<file path="src/rtl/layer_engine_activator_sequencer_pkg.sv">
// Shared definitions for the activator sequencer: FSM state encoding, opcode
// field placement and watchdog sizing.
package layer_engine_activator_sequencer_pkg;

  typedef enum logic [4:0] {
    ST_IDLE   = 5'b00001,
    ST_ISSUE  = 5'b00010,
    ST_STREAM = 5'b00100,
    ST_DRAIN  = 5'b01000,
    ST_DONE   = 5'b10000
  } seq_state_e;

  // Bit position of the input-count field inside the activator opcode.
  localparam int unsigned ACT_NUM_INPUTS_LSB = 0;

  function automatic int unsigned wd_width(input int unsigned timeout_cycles);
    return (timeout_cycles > 1) ? $clog2(timeout_cycles) : 1;
  endfunction

endpackage

</file>
<file path="src/rtl/layer_engine_activator_sequencer_skid.sv">
// Two-entry skid buffer with registered valid/ready; sits on the activator
// return path so the sink never sees combinational paths from the activator.
module stream_skid_buffer
  import layer_engine_activator_sequencer_pkg::*;
#(
  parameter int unsigned C_WIDTH = 128
) (
  input  logic               clk,
  input  logic               rst_n,
  input  logic [C_WIDTH-1:0] in_data,
  input  logic               in_valid,
  output logic               in_ready,
  output logic [C_WIDTH-1:0] out_data,
  output logic               out_valid,
  input  logic               out_ready,
  output logic               empty
);

  logic [C_WIDTH-1:0] out_q;
  logic [C_WIDTH-1:0] skid_q;
  logic               out_vld_q;
  logic               skid_vld_q;

  assign in_ready  = !skid_vld_q;
  assign out_data  = out_q;
  assign out_valid = out_vld_q;
  assign empty     = !out_vld_q && !skid_vld_q;

  always_ff @(posedge clk or negedge rst_n) begin
    if (!rst_n) begin
      out_q      <= '0;
      skid_q     <= '0;
      out_vld_q  <= 1'b0;
      skid_vld_q <= 1'b0;
    end else if (out_ready || !out_vld_q) begin
      // Output slot frees up: refill from the skid entry first to keep order.
      if (skid_vld_q) begin
        out_q      <= skid_q;
        out_vld_q  <= 1'b1;
        skid_vld_q <= 1'b0;
      end else begin
        out_vld_q <= in_valid;
        if (in_valid) begin
          out_q <= in_data;
        end
      end
    end else if (in_valid && !skid_vld_q) begin
      skid_q     <= in_data;
      skid_vld_q <= 1'b1;
    end
  end

endmodule

</file>
<file path="src/rtl/layer_engine_activator_sequencer.sv">
// Job initiator for layer_engine_activator: issues the opcode, streams source
// beats in, collects activated beats into the sink and signals completion.
module layer_engine_activator_sequencer
  import layer_engine_activator_sequencer_pkg::*;
#(
  parameter int unsigned C_DATA_WIDTH     = 128,
  parameter int unsigned C_OPCODE_WIDTH   = 64,
  parameter int unsigned C_COUNT_WIDTH    = 16,
  parameter int unsigned C_TIMEOUT_CYCLES = 4096
) (
  input  logic                      clk,
  input  logic                      rst_n,
  input  logic [C_COUNT_WIDTH-1:0]  job_num_inputs,
  input  logic                      job_valid,
  output logic                      job_ready,
  output logic                      job_done,
  output logic                      job_error,
  output logic [C_OPCODE_WIDTH-1:0] opcode,
  output logic                      opcode_valid,
  input  logic                      opcode_accept,
  input  logic [C_DATA_WIDTH-1:0]   src_data,
  input  logic                      src_valid,
  output logic                      src_ready,
  output logic [C_DATA_WIDTH-1:0]   act_datain,
  output logic                      act_datain_valid,
  input  logic                      act_datain_ready,
  input  logic [C_DATA_WIDTH-1:0]   act_dataout,
  input  logic                      act_dataout_valid,
  output logic                      act_dataout_ready,
  output logic [C_DATA_WIDTH-1:0]   snk_data,
  output logic                      snk_valid,
  input  logic                      snk_ready
);

  localparam int unsigned CW   = C_COUNT_WIDTH;
  localparam int unsigned WD_W = wd_width(C_TIMEOUT_CYCLES);

  seq_state_e      state_q, state_d;
  logic            rst_sync_q;
  logic [CW-1:0]   cnt_q, sent_q, recv_q;
  logic [CW-1:0]   sent_nxt, recv_nxt;
  logic [WD_W-1:0] wd_q;
  logic            err_q;
  logic            in_stream, in_return;
  logic            sent_lt, recv_lt;
  logic            fwd_hs, ret_hs, job_hs;
  logic            skid_in_ready, skid_empty;
  logic            wd_expired, timeout_hit;

  // Single-flop release synchroniser: assertion stays asynchronous, release is
  // aligned to clk, which makes job_ready rise one cycle after rst_n goes high.
  always_ff @(posedge clk or negedge rst_n) begin
    if (!rst_n) begin
      rst_sync_q <= 1'b0;
    end else begin
      rst_sync_q <= 1'b1;
    end
  end

  assign in_stream = (state_q == ST_STREAM);
  assign in_return = (state_q == ST_STREAM) || (state_q == ST_DRAIN);
  assign sent_lt   = (sent_q < cnt_q);
  assign recv_lt   = (recv_q < cnt_q);

  assign act_datain        = in_stream ? src_data : '0;
  assign act_datain_valid  = in_stream && src_valid && sent_lt;
  assign src_ready         = in_stream && act_datain_ready && sent_lt;
  assign fwd_hs            = act_datain_valid && act_datain_ready;
  assign act_dataout_ready = in_return && skid_in_ready && recv_lt;
  assign ret_hs            = act_dataout_valid && act_dataout_ready;

  assign job_ready    = rst_sync_q && (state_q == ST_IDLE) && skid_empty;
  assign job_hs       = job_valid && job_ready;
  assign opcode_valid = (state_q == ST_ISSUE) && (cnt_q != '0);
  assign job_done     = (state_q == ST_DONE);
  assign job_error    = (state_q == ST_DONE) && err_q;

  always_comb begin
    opcode = '0;
    opcode[ACT_NUM_INPUTS_LSB +: C_COUNT_WIDTH] = cnt_q;
  end

  assign wd_expired = (C_TIMEOUT_CYCLES != 0) && !ret_hs &&
                      (wd_q == WD_W'(C_TIMEOUT_CYCLES - 1));

  always_comb begin
    sent_nxt = sent_q;
    recv_nxt = recv_q;
    if (fwd_hs) begin
      sent_nxt = sent_q + CW'(1);
    end
    if (ret_hs) begin
      recv_nxt = recv_q + CW'(1);
    end
  end

  // A zero-length job still passes through ISSUE (without raising
  // opcode_valid) so every job has the same handshake-to-done skeleton.
  always_comb begin
    state_d     = state_q;
    timeout_hit = 1'b0;
    unique case (state_q)
      ST_IDLE: begin
        if (job_hs) begin
          state_d = ST_ISSUE;
        end
      end
      ST_ISSUE: begin
        if (cnt_q == '0) begin
          state_d = ST_DONE;
        end else if (opcode_accept) begin
          state_d = ST_STREAM;
        end
      end
      ST_STREAM: begin
        if (sent_nxt == cnt_q) begin
          state_d = ST_DRAIN;
        end
      end
      ST_DRAIN: begin
        if (recv_nxt == cnt_q) begin
          state_d = ST_DONE;
        end else if (wd_expired) begin
          state_d     = ST_DONE;
          timeout_hit = 1'b1;
        end
      end
      ST_DONE: begin
        state_d = ST_IDLE;
      end
      default: begin
        state_d = ST_IDLE;
      end
    endcase
  end

  always_ff @(posedge clk or negedge rst_sync_q) begin
    if (!rst_sync_q) begin
      state_q <= ST_IDLE;
      cnt_q   <= '0;
      sent_q  <= '0;
      recv_q  <= '0;
      wd_q    <= '0;
      err_q   <= 1'b0;
    end else begin
      state_q <= state_d;
      if (state_q == ST_DONE) begin
        cnt_q  <= '0;
        sent_q <= '0;
        recv_q <= '0;
        err_q  <= 1'b0;
      end else begin
        if (job_hs) begin
          cnt_q <= job_num_inputs;
        end
        sent_q <= sent_nxt;
        recv_q <= recv_nxt;
        err_q  <= err_q || timeout_hit;
      end
      // Idle-cycle watchdog: only runs while waiting for results.
      if ((state_q == ST_DRAIN) && !ret_hs) begin
        wd_q <= wd_q + WD_W'(1);
      end else begin
        wd_q <= '0;
      end
    end
  end

  stream_skid_buffer #(
    .C_WIDTH (C_DATA_WIDTH)
  ) u_ret_skid (
    .clk       (clk),
    .rst_n     (rst_sync_q),
    .in_data   (act_dataout),
    .in_valid  (ret_hs),
    .in_ready  (skid_in_ready),
    .out_data  (snk_data),
    .out_valid (snk_valid),
    .out_ready (snk_ready),
    .empty     (skid_empty)
  );

endmodule

</file>
<file path="config.mk">
export PLATFORM = sky130hd
export DESIGN_NAME = layer_engine_activator_sequencer
export DESIGN_NICKNAME = d
export VERILOG_FILES = /design/src/rtl/layer_engine_activator_sequencer_pkg.sv /design/src/rtl/layer_engine_activator_sequencer_skid.sv /design/src/rtl/layer_engine_activator_sequencer.sv
export SDC_FILE = /design/constraint.sdc
export NUM_CORES = 1
export LEC_CHECK = 0
export BUFFER_PORTS_ARGS = -buffer_cell sky130_fd_sc_hd__buf_2
export CAP_MARGIN = 20
export CELL_PAD_IN_SITES_DETAIL_PLACEMENT = 0
export CELL_PAD_IN_SITES_GLOBAL_PLACEMENT = 2
export CORE_AREA = 2 2 237 239
export CTS_CLUSTER_DIAMETER = 40
export DETAILED_ROUTE_END_ITERATION = 7
export DIE_AREA = 0 0 239 241
export GPL_ROUTABILITY_DRIVEN = 1
export PLACE_DENSITY = 0.8
export SLEW_MARGIN = 20
export SYNTH_ARGS = -nofsm -noshare
export SYNTH_HDL_FRONTEND = slang
export SYNTH_SLANG_ARGS = --single-unit
</file>
<file path="constraint.sdc">
create_clock -name clk -period 23.9 [get_ports clk]
set_clock_uncertainty 0.05 [all_clocks]
set_input_delay 4.78 -clock clk [delete_from_list [all_inputs] [get_ports clk]]
set_output_delay 4.78 -clock clk [all_outputs]
set_load 0.01 [all_outputs]
</file>
# Word level (Yosys, flattened, before mapping)
# Index checks and enable logic that the tools add are counted.
[word_totals]
ff_bits = 325
latchBits = 0
ramBits = 0
mem_bits_ro = 0
input_bits = 280
n_memories = 0
[classes]
add_sub_neg = 3
n_mul = 0
div = 0
order_cmp = 2
n_eq_ne = 12
shift = 0
mux = 24
bitwise = 1
n_reduce_logical = 31
[ops]
columns = ["operator", "n"]
rows = [
  ["128-bit two-way mux", 3],
  ["16-bit two-way mux", 6],
  ["16-bit by 1-bit adder with 16-bit output, second input constant", 2],
  ["16-bit == test", 2],
  ["16-bit less-than comparator", 2],
  ["5-bit two-way mux", 6],
  ["5-bit case mux with 4 select lines", 1],
  ["1-bit logical AND", 17],
  ["16-bit logical NOT", 1],
  ["16-bit nonzero test", 1],
  ["12-bit by 1-bit adder with 12-bit output, second input constant", 1],
  ["12-bit == test, second input constant", 1],
  ["12-bit two-way mux", 1],
  ["1-bit two-way mux", 7],
  ["3-bit by 2-bit != test with 1-bit output, second input constant", 2],
  ["2-bit nonzero test", 3],
  ["5-bit by 1-bit == test with 1-bit output, second input constant", 1],
  ["5-bit by 2-bit == test with 1-bit output, second input constant", 1],
  ["5-bit by 3-bit == test with 1-bit output, second input constant", 1],
  ["5-bit by 4-bit == test with 1-bit output, second input constant", 1],
  ["5-bit == test, second input constant", 1],
  ["2-bit AND reduction", 2],
  ["4-bit AND reduction", 1],
  ["1-bit logical NOT", 3],
  ["other kinds (4)", 6],
]

# Logic depth before layout (Yosys ltp)
[logic_depth]
word_depth = 12
ltp_mapped = 14
depth_no_buf = 12

# By module
# Synthesis repeated with hierarchy kept, for this count alone.
[hier_totals]
cells_unflattened = 1456
area_unflattened_um2 = 18232.5
[by_module_without_submodules]
columns = ["mod", "instances", "cells_per_inst", "area_each_um2", "seq_area_each_um2"]
rows = [
  ["stream_skid_buffer", 1, 693, 12092.8, 6456.2],
  ["layer_engine_activator_sequencer", 1, 763, 6139.6, 1677.9],
]

# Worst setup path after synthesis
# No wires, ideal clock.
[synth_timing]
path_kind = "register -> output"
from = "register rst_sync_q"
to = "output job_ready"
t_arrival_ns = 8.290
required_time_ns = 19.070
path_slack_ns = 10.780
stages_incl_launch_ff = 3
cell_sequence = "dfrtp_1 > nor4bb_1 > and3_1"
[synth_via]
elab_chain_len = 2
[synth_rtl]
columns = ["item", "line", "rtl"]
rows = [
  ["start, declared", "layer_engine_activator_sequencer.sv:39", "logic rst_sync_q;"],
  ["start signal, assigned", "layer_engine_activator_sequencer.sv:54", "rst_sync_q <= 1'b0;"],
  ["start signal, assigned", "layer_engine_activator_sequencer.sv:56", "rst_sync_q <= 1'b1;"],
  ["1-bit logical AND (2 in a row)", "layer_engine_activator_sequencer.sv:72", "assign job_ready = rst_sync_q && (state_q == ST_IDLE) && skid_empty;"],
  ["end, declared", "layer_engine_activator_sequencer.sv:15", "output logic job_ready,"],
]
# Every way passes these cells.

# Worst setup path after layout
[layout_timing]
from = "input act_datain_ready"
to = "output src_ready"
[layout_via]
elab_chain_len = 2
[layout_rtl]
columns = ["item", "line", "rtl"]
rows = [
  ["start, declared", "layer_engine_activator_sequencer.sv:26", "input logic act_datain_ready,"],
  ["1-bit logical AND (2 in a row)", "layer_engine_activator_sequencer.sv:67", "assign src_ready = in_stream && act_datain_ready && sent_lt;"],
  ["end, declared", "layer_engine_activator_sequencer.sv:23", "output logic src_ready,"],
]
# Every way passes these cells.

==> flow_metrics.env <==
export IMPL_leakagePower_nw=11.46
export IMPL_crit_fanout=9
export IMPL_timing_final_crit_share_pct=43.48
export IMPL_r2r_end="u_ret_skid.skid_q[87]$_DFFE_PN0P_"
export IMPL_grt_pass1_wl_um=88670
export IMPL_synth_most_common_cell="dfrtp_1"
export IMPL_synth_top_area_share_pct=47.87
export IMPL_rsz0062_at_grt="no"
export IMPL_antenna_left=0
export IMPL_cts_tree="built"
export IMPL_crit_family="buffers and inverters"
export IMPL_design_area_um2=22320
export IMPL_grt_max_degree=212
export IMPL_finalPower_w=0.001859
export IMPL_synth_edf_count=0
export IMPL_clock_fmax_ghz=0.09623
export IMPL_clkSinkCount=325
export IMPL_dieArea_um2=57600
export IMPL_fillers=5477
export IMPL_gp_congestion=0.8774
export IMPL_setup_worst_path_class="input pin to output port"
export IMPL_crit_arrival_ps=5560
export IMPL_multi_input_area_um2=8093
export IMPL_initial_core_util_pct=30.86
export IMPL_rows=86
export IMPL_async_flop_share_pct=100.0
export IMPL_portBuffers=559
export IMPL_pin_count=608
export IMPL_min_period_ps=10390
export IMPL_finalHoldViolations=0
export IMPL_viasPerCell=4.989
export IMPL_end_kind="output port"
export IMPL_yosysUniqueCellTypes=71
export IMPL_overflow=0
export IMPL_crit_buf_inv=3
export IMPL_clock_latency_ps=620
export IMPL_ys_flop_type="dfrtp_1"
export IMPL_synthXorXnorAreaFrac_pct=2.689
export IMPL_required_ps=19070
export IMPL_routedWlPerCell_um=21.15
export IMPL_cts_setup_buffers=0
export IMPL_drive_gt1_share_pct=37.60
export IMPL_regArea_um2=8142
export IMPL_post_synth_cell_area_avg_um2=10.35
export IMPL_cts_buffers=61
export IMPL_grtUsageTotal_pct=20.27
export IMPL_power_density_nw_per_um2=83.29
export IMPL_die_h_um=241
export IMPL_synth_top_area_cell="dfrtp_1"
export IMPL_synth_seq_area_share_pct=48.02
export IMPL_yosysWarnings=0
export IMPL_antenna_found_initial=24
export IMPL_synthSimpleGateAreaFrac_pct=15.87
export IMPL_routed_wl_um=61650
export IMPL_place_area_um2=20120
export IMPL_clock_path_buffers=3
export IMPL_fin_setup_tns_ps=0
export IMPL_ctsHtreeMaxLevel=2
export IMPL_crit_chain="buf_2 > nand3_1 > a211o_1 > clkinv_2 > buf_2"
export IMPL_max_slew_margin_pct=23.14
export IMPL_grt_pass1_vias=14120
export IMPL_setup_worst_path_start_class="input pin"
export IMPL_hold_class="flop to asynchronous set/reset pin"
export IMPL_num_vias=14540
export IMPL_cts_repair_resized=0
export IMPL_die_x_um=239
export IMPL_r2r_setup_slack_ps=18360
export IMPL_netlist_area_um2=16940
export IMPL_dp_hpwl_um=45410
export IMPL_synthMuxAreaShare_pct=16.50
export IMPL_ir_worst_vdd_mv=0.05687
export IMPL_cts_root_buf="clkbuf_16"
export IMPL_worstMarginPinSlew_ps=1153
export IMPL_cp_common_cell="buf_2"
export IMPL_drt_drc_violations_left=0
export IMPL_yosys_register_bits=325
export IMPL_cap_violations=0
export IMPL_outcome="completed"
export IMPL_ys_top_cells_by_area="dfrtp_1 (48%), mux2_2 (8.6%), mux2i_1 (7.9%)"
export IMPL_synth_adder_area_share_pct=2.438
export IMPL_final_net_count=2467
export IMPL_synthCells=1637
export IMPL_synth_commonest_cells="dfrtp_1 (324), nor2_1 (196), a21oi_1 (148), and3_1 (148), mux2i_1 (134)"
export IMPL_synth_top_family_by_area="multiplexers"
export IMPL_holdBufCountCts=0
export IMPL_layout_area_overhead_vs_synth_pct=31.79
export IMPL_cp_slowest_cell="a211o_1"
export IMPL_dr_pass1_iters=5
export IMPL_reg2regPathDepth=10
export IMPL_core_area_um2=54880
export IMPL_reg2reg_from="cnt_q[9]$_DFFE_PN0P_"
export IMPL_cts_clk_slew_worst_paths_ps=50
export IMPL_final_util_pct=40.67
export IMPL_synth_compound_area_share_pct=9.042
export IMPL_drv_slew=0
export IMPL_drt_iter0_markers=726
export IMPL_cpPeakStageDelay_ps=290
export IMPL_setup_viol=0
metal layers:
metal	vias to the layer above	part of all wire [%]	routed length, um	track usage [%]
li1	6786	-	-	-
met1	7099	42	25590	25.16
met2	504	47	28690	32.55
met3	125	8.7	5392	7.446
met4	30	2.9	1786	6.913
met5	-	0.30	184	0
kinds of logic after synthesis:
kind of cell | after synthesis
fa+ha+maj | 33
compound gates | 247
xor+xnor | 52
mux | 263
flops | 325
buf+inv | 187
other cells | 2
simple gates | 528
worst max-delay path by stage:
stage / cells past startpoint / endpoint / from
2_1_floorplan: 2 / job_ready / rst_sync_q$_DFF_PN0_
3_3_place_gp: 5 / src_ready / act_datain_ready
3_5_place_dp: 5 / src_ready / act_datain_ready
4_1_cts: 5 / src_ready / act_datain_ready
5_1_grt: 5 / src_ready / act_datain_ready
6_report: 5 / src_ready / act_datain_ready
metrics by stage:
stage	hold WS, ps	instances	setup WS (ps)
6_report	280.2	2915	13510
3_5_place_dp	323.3	2795	13510
4_1_cts	315.2	2909	13510
3_3_place_gp	316.2	2795	13530
2_1_floorplan	387.4	1684	10780
5_1_grt	338.9	2909	13460
worst register-to-register path, delay by kind of cell (launching register included):
family | cells | cell delay [ps]
AOI/OAI and AO/OA | 3 | 1000
and+or+nand+nor | 2 | 930
DFF | 1 | 650
buffers and inverters | 3 | 1940
muxes | 1 | 490
adders and majority gates | 1 | 360
state kept, by name, summed over array words and instances (netlist names):
register / flops
u_ret_skid.skid_vld_q: 1
state_q: 5
recv_q: 16
rst_sync_q: 1
sent_q: 16
cnt_q: 16
u_ret_skid.skid_q: 128
wd_q: 12
err_q: 1
u_ret_skid.out_data: 128
u_ret_skid.out_valid: 1
cell type report:
cell class / count / share of cell area [%]
Clock inverter: 42 / 2.500
Multi-Input combinational cell: 1172 / 36.26
Inverter: 23 / 0.3924
Sequential cell: 325 / 36.47
Clock buffer: 72 / 7.298
Timing Repair Buffer: 571 / 13.07
Antenna cell: 6 / 0.06726
Tap cell: 704 / 3.946
placed cells by master, fill, tap and decap left out, types with 18 or more instances in the layout:
master	n
o31ai_1	18
mux2i_1	134
nand2_1	52
nand4_1	23
conb_1	49
buf_2	559
nor2_1	195
xnor2_1	31
dfrtp_1	322
xor2_1	21
a21oi_1	148
ha_1	33
mux2_2	129
clkbuf_16	62
nand3_1	40
inv_1	22
and3_1	148
power by group:
| group | switching, W | total, W | leakage [nW] | internal [W] |
|---|---|---|---|---|
| clock network | 0.000314 | 0.000904 | 1.04 | 0.000590 |
| registers | 0.0000577 | 0.000667 | 4.29 | 0.000609 |
| logic | 0.000170 | 0.000288 | 6.13 | 0.000118 |
Power figures use the tool's default switching activity.
